$ cat src/rtl/mem_arbiter_if.sv
// Bundle of the two cache miss/write-back ports and the shared memory port.
// The arbiter uses the slave view; the environment (caches + memory) uses master.
interface mem_arbiter_if #(
  parameter int unsigned ADDR_W = 28,
  parameter int unsigned DATA_W = 128
);
  logic              I_mem_read;
  logic              I_mem_write;
  logic [ADDR_W-1:0] I_mem_addr;
  logic [DATA_W-1:0] I_mem_wdata;
  logic [DATA_W-1:0] I_mem_rdata;
  logic              I_mem_ready;

  logic              D_mem_read;
  logic              D_mem_write;
  logic [ADDR_W-1:0] D_mem_addr;
  logic [DATA_W-1:0] D_mem_wdata;
  logic [DATA_W-1:0] D_mem_rdata;
  logic              D_mem_ready;

  logic              mem_read;
  logic              mem_write;
  logic [ADDR_W-1:0] mem_addr;
  logic [DATA_W-1:0] mem_wdata;
  logic [DATA_W-1:0] mem_rdata;
  logic              mem_ready;

  modport slave (
    input  I_mem_read, I_mem_write, I_mem_addr, I_mem_wdata,
    output I_mem_rdata, I_mem_ready,
    input  D_mem_read, D_mem_write, D_mem_addr, D_mem_wdata,
    output D_mem_rdata, D_mem_ready,
    output mem_read, mem_write, mem_addr, mem_wdata,
    input  mem_rdata, mem_ready
  );

  modport master (
    output I_mem_read, I_mem_write, I_mem_addr, I_mem_wdata,
    input  I_mem_rdata, I_mem_ready,
    output D_mem_read, D_mem_write, D_mem_addr, D_mem_wdata,
    input  D_mem_rdata, D_mem_ready,
    input  mem_read, mem_write, mem_addr, mem_wdata,
    output mem_rdata, mem_ready
  );
endinterface

$ cat src/rtl/mem_arbiter.sv
// Round-robin arbiter granting the single memory port to the I-cache or D-cache,
// one block transaction at a time, with registered memory-side commands.
module mem_arbiter #(
  parameter int unsigned ADDR_W = 28,
  parameter int unsigned DATA_W = 128
) (
  input logic          clk,
  input logic          rst_n,
  mem_arbiter_if.slave bus
);

  typedef enum logic [1:0] {
    StIdle   = 2'd0,
    StServeI = 2'd1,
    StServeD = 2'd2
  } state_e;

  state_e            state_q, state_d;
  logic              last_grant_q, last_grant_d;  // 0 = I, 1 = D
  logic              rd_q, rd_d;
  logic              wr_q, wr_d;
  logic [ADDR_W-1:0] addr_q, addr_d;
  logic [DATA_W-1:0] wdata_q, wdata_d;

  logic i_req, d_req, pick_d;

  assign i_req  = bus.I_mem_read | bus.I_mem_write;
  assign d_req  = bus.D_mem_read | bus.D_mem_write;
  // On a tie the side that was not served last wins.
  assign pick_d = d_req & (~i_req | ~last_grant_q);

  always_comb begin
    state_d      = state_q;
    last_grant_d = last_grant_q;
    rd_d         = rd_q;
    wr_d         = wr_q;
    addr_d       = addr_q;
    wdata_d      = wdata_q;

    case (state_q)
      StIdle: begin
        if (pick_d) begin
          state_d      = StServeD;
          last_grant_d = 1'b1;
          wr_d         = bus.D_mem_write;
          rd_d         = bus.D_mem_read & ~bus.D_mem_write;  // read+write resolves to write
          addr_d       = bus.D_mem_addr;
          wdata_d      = bus.D_mem_wdata;
        end else if (i_req) begin
          state_d      = StServeI;
          last_grant_d = 1'b0;
          wr_d         = bus.I_mem_write;
          rd_d         = bus.I_mem_read & ~bus.I_mem_write;
          addr_d       = bus.I_mem_addr;
          wdata_d      = bus.I_mem_wdata;
        end
      end
      StServeI, StServeD: begin
        if (bus.mem_ready) begin
          state_d = StIdle;
          rd_d    = 1'b0;
          wr_d    = 1'b0;
          addr_d  = '0;
          wdata_d = '0;
        end
      end
      default: state_d = StIdle;
    endcase
  end

  always_ff @(posedge clk) begin
    if (!rst_n) begin
      state_q      <= StIdle;
      last_grant_q <= 1'b0;
      rd_q         <= 1'b0;
      wr_q         <= 1'b0;
      addr_q       <= '0;
      wdata_q      <= '0;
    end else begin
      state_q      <= state_d;
      last_grant_q <= last_grant_d;
      rd_q         <= rd_d;
      wr_q         <= wr_d;
      addr_q       <= addr_d;
      wdata_q      <= wdata_d;
    end
  end

  assign bus.mem_read    = rd_q;
  assign bus.mem_write   = wr_q;
  assign bus.mem_addr    = addr_q;
  assign bus.mem_wdata   = wdata_q;

  assign bus.I_mem_ready = (state_q == StServeI) & bus.mem_ready;
  assign bus.D_mem_ready = (state_q == StServeD) & bus.mem_ready;
  assign bus.I_mem_rdata = bus.mem_rdata;
  assign bus.D_mem_rdata = bus.mem_rdata;

endmodule

$ cat src/flat_wrapper.sv
// flat-port wrapper written by rule: the top's interface ports become plain ports
module mem_arbiter_flat 
#(
  parameter int unsigned ADDR_W = 28,
  parameter int unsigned DATA_W = 128
)
  (clk, rst_n, bus_I_mem_read, bus_I_mem_write, bus_I_mem_addr, bus_I_mem_wdata, bus_I_mem_rdata, bus_I_mem_ready, bus_D_mem_read, bus_D_mem_write, bus_D_mem_addr, bus_D_mem_wdata, bus_D_mem_rdata, bus_D_mem_ready, bus_mem_read, bus_mem_write, bus_mem_addr, bus_mem_wdata, bus_mem_rdata, bus_mem_ready);
  mem_arbiter_if #(.ADDR_W(ADDR_W), .DATA_W(DATA_W)) bus_i ();
  input logic clk;
  input logic rst_n;
  input wire logic [$bits(bus_i.I_mem_read)-1:0] bus_I_mem_read;
  input wire logic [$bits(bus_i.I_mem_write)-1:0] bus_I_mem_write;
  input wire logic [$bits(bus_i.I_mem_addr)-1:0] bus_I_mem_addr;
  input wire logic [$bits(bus_i.I_mem_wdata)-1:0] bus_I_mem_wdata;
  output wire logic [$bits(bus_i.I_mem_rdata)-1:0] bus_I_mem_rdata;
  output wire logic [$bits(bus_i.I_mem_ready)-1:0] bus_I_mem_ready;
  input wire logic [$bits(bus_i.D_mem_read)-1:0] bus_D_mem_read;
  input wire logic [$bits(bus_i.D_mem_write)-1:0] bus_D_mem_write;
  input wire logic [$bits(bus_i.D_mem_addr)-1:0] bus_D_mem_addr;
  input wire logic [$bits(bus_i.D_mem_wdata)-1:0] bus_D_mem_wdata;
  output wire logic [$bits(bus_i.D_mem_rdata)-1:0] bus_D_mem_rdata;
  output wire logic [$bits(bus_i.D_mem_ready)-1:0] bus_D_mem_ready;
  output wire logic [$bits(bus_i.mem_read)-1:0] bus_mem_read;
  output wire logic [$bits(bus_i.mem_write)-1:0] bus_mem_write;
  output wire logic [$bits(bus_i.mem_addr)-1:0] bus_mem_addr;
  output wire logic [$bits(bus_i.mem_wdata)-1:0] bus_mem_wdata;
  input wire logic [$bits(bus_i.mem_rdata)-1:0] bus_mem_rdata;
  input wire logic [$bits(bus_i.mem_ready)-1:0] bus_mem_ready;
  assign bus_i.I_mem_read = bus_I_mem_read;
  assign bus_i.I_mem_write = bus_I_mem_write;
  assign bus_i.I_mem_addr = bus_I_mem_addr;
  assign bus_i.I_mem_wdata = bus_I_mem_wdata;
  assign bus_I_mem_rdata = bus_i.I_mem_rdata;
  assign bus_I_mem_ready = bus_i.I_mem_ready;
  assign bus_i.D_mem_read = bus_D_mem_read;
  assign bus_i.D_mem_write = bus_D_mem_write;
  assign bus_i.D_mem_addr = bus_D_mem_addr;
  assign bus_i.D_mem_wdata = bus_D_mem_wdata;
  assign bus_D_mem_rdata = bus_i.D_mem_rdata;
  assign bus_D_mem_ready = bus_i.D_mem_ready;
  assign bus_mem_read = bus_i.mem_read;
  assign bus_mem_write = bus_i.mem_write;
  assign bus_mem_addr = bus_i.mem_addr;
  assign bus_mem_wdata = bus_i.mem_wdata;
  assign bus_i.mem_rdata = bus_mem_rdata;
  assign bus_i.mem_ready = bus_mem_ready;
  mem_arbiter #(.ADDR_W(ADDR_W), .DATA_W(DATA_W)) u_core (.clk(clk), .rst_n(rst_n), .bus(bus_i));
endmodule
$ cat config.mk
export PLATFORM = sky130hd
export DESIGN_NAME = mem_arbiter_flat
export DESIGN_NICKNAME = d
export VERILOG_FILES = /design/src/rtl/mem_arbiter_if.sv /design/src/rtl/mem_arbiter.sv /design/src/flat_wrapper.sv
export SDC_FILE = /design/constraint.sdc
export NUM_CORES = 1
export LEC_CHECK = 0
export CORE_AREA = 2 2 339 341
export DETAILED_ROUTE_END_ITERATION = 7
export DIE_AREA = 0 0 341 343
export GPL_TIMING_DRIVEN = 0
export SLEW_MARGIN = 20
export SYNTH_ARGS = -nofsm -noshare
export SYNTH_HDL_FRONTEND = slang
export SYNTH_SLANG_ARGS = --single-unit
$ cat constraint.sdc
create_clock -name clk -period 1.9 [get_ports clk]
set_clock_uncertainty 0.05 [all_clocks]
set_input_delay 0.57 -clock clk [delete_from_list [all_inputs] [get_ports clk]]
set_output_delay 0.57 -clock clk [all_outputs]
set_load 0.02 [all_outputs]
Word level (Yosys, flattened, before mapping)
Index checks and enable logic that the tools add are counted.
{ "word_totals": {"ff_bits": 161, "in_bits": 447, "output_inout_bits": 416, "wordCells": 50} }
{ "op_classes": {"n_eq_ne": 4, "n_mux": 21, "bitwise": 12, "n_reduce_logical": 7} }
{ "op_table": {"columns": ["cell", "count"], "rows": [
  ["128-bit 2-to-1 mux", 3],
  ["128-bit case mux with 2 select lines", 1],
  ["28-bit 2-to-1 mux", 3],
  ["28-bit case mux with 2 select lines", 1],
  ["1-bit 2-to-1 mux", 7],
  ["2-bit 2-to-1 mux", 3],
  ["1-bit AND", 5],
  ["1-bit NOT", 4],
  ["1-bit case mux with 2 select lines", 2],
  ["2-bit case mux with 2 select lines", 1],
  ["2-bit AND reduction", 2],
  ["2-bit nonzero test", 2],
  ["3-bit by 1-bit != test with 1-bit output (second input constant)", 1],
  ["1-bit OR", 3],
  ["3-bit AND reduction", 1],
  ["2-bit by 1-bit == test with 1-bit output (second input constant)", 1],
  ["2-bit == test (second input constant)", 1],
  ["2-bit logical NOT", 1],
  ["2-bit != test (second input constant)", 1],
  ["2-bit OR reduction", 1]
]} }

Logic depth before layout (Yosys ltp)
Gate-level depths: netlist of run 1.
{ "logic_depth": {"word_depth": 6, "ltp_mapped": 8} }

Worst setup path after synthesis of run 1
Ideal clock, no wire load.
{ "synth_path": {"path_kind": "reg2reg", "from": "register u_core.state_q[0]", "to": "register u_core.wdata_q[52], in the netlist u_core.bus.mem_wdata[52]", "t_arrival_ns": 1.779, "required_ns": 1.735, "path_slack_ns": -0.044, "stages_incl_launch_ff": 9, "n_path_buf": 2, "period_less_slack_ns": 1.944, "cell_sequence": "dfxtp_1 > inv_1 > ha_1 > nor2b_2 > a311oi_4 > nor2_2 > buf_2 > buf_2 > o2bb2ai_2"} }
{ "synth_between": {"elab_chain_len": 4} }
{ "synth_lines": {"columns": ["item", "line", "text"], "rows": [
  ["start: declaration", "mem_arbiter.sv:18", "state_e state_q, state_d;"],
  ["start signal: assignment", "mem_arbiter.sv:73", "state_q <= StIdle;"],
  ["start signal: assignment", "mem_arbiter.sv:80", "state_q <= state_d;"],
  ["2-bit == test / 2-bit by 1-bit == test with 1-bit output (equally long branches)", "mem_arbiter.sv:40", "case (state_q)"],
  ["2-bit OR reduction", "mem_arbiter.sv:40", null],
  ["2-bit != test (no line) / 2-bit nonzero test (equally long branches)", null, null],
  ["3-bit AND reduction (no line)", null, null],
  ["end signal: assignment", "mem_arbiter.sv:85", "wdata_q <= wdata_d;"],
  ["end: declaration", "mem_arbiter.sv:23", "logic [DATA_W-1:0] wdata_q, wdata_d;"]
]} }
Several ways; a longest one is shown, not always the timed one.
A chain may end at the register's enable or synchronous reset.

Worst setup path in the final report of run 1
{ "layout_path": {"from": "register u_core.state_q[0]", "to": "output bus_I_mem_ready"} }
{ "layout_between": {"elab_chain_len": 2} }
{ "layout_lines": {"columns": ["item", "line", "text"], "rows": [
  ["2-bit by 1-bit == test with 1-bit output", "mem_arbiter.sv:94", "assign bus.I_mem_ready = (state_q == StServeI) & bus.mem_ready;"],
  ["1-bit AND", "mem_arbiter.sv:94", null],
  ["end: declaration", "flat_wrapper.sv:16", "output wire logic [$bits(bus_i.I_mem_ready)-1:0] bus_I_mem_ready;"]
]} }
No other way between the ends.

==> results.md, run 1 <==
- Remaining global-route overflow: 0
- Post-route antenna net violation count: 0
- Synth top cells by count: buf_4, dfxtp_1, mux2i_1
- Vias in the first global route: 9,499
- Sum of negative setup slack: -25.73 ns
- Worst min-delay path class: reg2reg
- Worst setup timing slack at the placement stage: -2.27 ns
- Area taken by flip-flops and latches: 0.00324 mm²
- Required time reported for the critical path endpoint: 1.28 ns
- Worst slew margin relative to its limit: 65.6%
- Estimated wirelength of the detail-placed design: 56,800 µm
- Most used flip-flop cell after synthesis: dfxtp_1
- Routed length per placed instance: 22.4 µm
- Area of the multi-input gates: 0.00492 mm²
- Fraction of final layout cells with drive strength greater than 1: 43.8%
- NumNets Final: 2,085
- Core utilization of the finished layout: 19.2%
- Total design power: 20.7 mW
- Most used standard cell by instance count after synthesis: buf_4
- Total Die Area: 0.117 mm²
- Routability congestion estimate: 0.894
- Final worst-path setup slack: -0.265 ns
- Final cell area excluding filler cells: 0.0217 mm²
- Critical Setup Path Class: reg2out
- Register bit total from synthesis: 161
- Clock tree from TritonCTS: built
- Max-slew violation count: 0
- Synthesized cell area: 0.00945 mm²
- Hold slack: 0.416 ns
- Violations in the final reports: negative setup slack
- Starting density of the core: 8.33%
- Core region area: 0.113 mm²
- Worst-Skew Late Latency: 0.49 ns
- Final setup viols: 158
- MaxCap Viol Count: 0
- Share of synthesized registers carrying an async set or reset: 0%
- Setup repair after global routing missed its margin: true
- Maximum number of pins on one net before global-route repair: 19
- Power per cell area: 951 mW/mm²
- Nature of the critical path endpoint: primary output
- Height of the die: 343 µm
- LEAKAGE: 8.68 nW
- Drt first pass iters: 4
- Average vias per placed instance: 2.91
- Mapped Avg Cell Area: 11.5 µm²
- Maximum vdd ir drop: 0.000593 V
- CTS clk-pin slew, worst paths: 0.08 ns
- Synthesis-to-finish area growth: 130%
- Final critical-path required period: 2.16 ns
- Fraction of post-synthesis cell area in the top cell type by area: 34.1%
- Max Clock Freq: 0.462 GHz
- Cells after Synth: 820
- Proportion of synthesized chip area in sequential cells: 34.1%
- Period Utilization, post-route: 114%
- CTS H-tree lvls: 4
- Ports placed on the boundary: 863
- Gr usage total: 11.4%
- DP Area: 0.0187 mm²
- Root buffer cell: clkbuf_16
- Non-filler cells in the finished layout: 3,165
- Post-synth net total: 1,271
- Final wirelength: 70,900 µm
- Slack of the worst reg-to-reg path: -0.25 ns
- Outcome: complete, but fails checks
- Final Hold Vio Count: 0
- Count of unresolved DRC violations after routing: 0
- Synth area leader: dfxtp_1
- Cell types occupying the most area after synthesis: dfxtp_1, buf_4, o2bb2ai_2, mux2i_1, o2bb2ai_1
- Hold-fix buffers, CTS: 0
- Die width: 341 µm
- Number of antenna violations at the first check in global routing: 7
- Post-synth EDFFs: 0
- First-pass GRT wire length: 87,900 µm
- Largest fanout on the critical path: 3
- Nature of the critical path startpoint: flop
- Clock sink total: 161
- Unique masters post-synth: 27
- Slew at the pin closest to its max-slew limit: 0.506 ns
- Number of port buffers: 734
- Arrival @ worst endpoint: 1.54 ns
- Buffers from clock root to sink, at most: 2
- Number of placed cells counting well taps: 3,066
- Filler cell count: 12,400
- Number of rows created at floorplan: 124
- 1st-iter DRT viols: 224
- Number of buffers created by CTS: 17
- Via count: 9,224
- Yosys warning total: 0
[sequential cells by signal, indices dropped and copies added (netlist names)]
name,count
u_core.bus.mem_addr,28
u_core.state_q,2
u_core.bus.mem_write,1
u_core.last_grant_q,1
u_core.bus.mem_wdata,128
u_core.bus.mem_read,1
[where the power goes]
group	total (mW)	leakage, nW	internal, mW	switching, mW
Sequential	5.16	1.33	4.33	0.831
Clock	3.86	0.296	1.89	1.97
Combinational	11.7	7.05	5.62	6.03
Total	20.7	8.68	11.9	8.83
[metal layers]
layer,vias to the layer above,track usage [%],routed length (µm)
met4,4,2.87,1010
met1,4359,13.6,29500
met3,30,2.53,4290
met2,467,20.6,36100
met5,-,0,20
li1,4364,-,-
[path summary, 6_finish.rpt]
| path | start | endpoint | depth (start not counted) |
|---|---|---|---|
| max | u_core.state_q[0]$_SDFFE_PN0P_ | bus_I_mem_ready | 5 |
| min | u_core.bus.mem_wdata[47]$_SDFFE_PN0P_ | u_core.bus.mem_wdata[47]$_SDFFE_PN0P_ | 1 |
| max reg2reg | u_core.state_q[0]$_SDFFE_PN0P_ | u_core.bus.mem_wdata[18]$_SDFFE_PN0P_ | 10 |
| min reg2reg | u_core.bus.mem_wdata[47]$_SDFFE_PN0P_ | u_core.bus.mem_wdata[47]$_SDFFE_PN0P_ | 1 |
[final cells by class]
| cell class | count | share of cell area (%) |
|---|---|---|
| flip-flops and latches | 161 | 14.9 |
| inverters | 3 | 0.0863 |
| multi-input cells | 349 | 22.6 |
| well taps | 1512 | 8.70 |
| clock inverters | 15 | 0.869 |
| clock buffers | 17 | 1.96 |
| plain buffers | 304 | 12.6 |
| diodes | 6 | 0.0691 |
| repair buffers | 798 | 38.2 |
[cells in the final DEF (no fill, tap or decap), types with 3 or more instances in the layout]
| master | count |
|---|---|
| clkbuf_2 | 16 |
| dfxtp_2 | 6 |
| buf_6 | 13 |
| clkdlybuf4s15_2 | 42 |
| clkdlybuf4s18_2 | 3 |
| buf_2 | 39 |
| clkdlybuf4s50_1 | 559 |
| dfxtp_1 | 153 |
| clkinv_8 | 4 |
| nand2_1 | 3 |
| mux2i_4 | 29 |
| o2bb2ai_2 | 133 |
| a21oi_1 | 4 |
| buf_8 | 5 |
| dlygate4sd2_1 | 39 |
| nor2_4 | 3 |
| diode_2 | 6 |
| inv_8 | 3 |
| buf_4 | 277 |
| nor2_1 | 5 |
| buf_12 | 38 |
| ha_4 | 3 |
| clkdlybuf4s15_1 | 36 |
| o2bb2ai_4 | 21 |
| buf_16 | 18 |
| clkbuf_16 | 30 |
| mux2i_2 | 15 |
| inv_6 | 5 |
| mux2i_1 | 113 |
[cells by family after synthesis]
kind of cell | share of synthesized area (%)
adders and majority gates | 0.529
buffers and inverters | 24.1
and+or+nand+nor | 1.31
AOI/OAI and AO/OA | 23.3
muxes | 16.6
DFF | 34.1
[timing repair]
action | in CTS | in global routing
hold endpoints to repair | 0 | 0
buffers inserted | 31 | 5
cloned | 20 | 11
pin swaps | 83 | 22
endpoints found under the setup margin | 327 | 183
resized for setup | 726 | 103
[critical path, cell delays in order, from the launching register on]
cell and delay (ns):
dfxtp_4 0.37, buf_4 0.13, buf_6 0.11, ha_4 0.14, and2_4 0.13, buf_12 0.14
No activity file was read; power rests on OpenSTA's default activity.
==> inputs of run 2 (changes only) <==
--- a/config.mk
+++ b/config.mk
@@ -5,6 +5,7 @@
 export SDC_FILE = /design/constraint.sdc
 export NUM_CORES = 1
 export LEC_CHECK = 0
+export ABC_CLOCK_PERIOD_IN_PS = 1900
 export CORE_AREA = 2 2 339 341
 export DETAILED_ROUTE_END_ITERATION = 7
 export DIE_AREA = 0 0 341 343
==> results of run 2 <==
Final layout, timing and power as in run 1 (identical DEF).
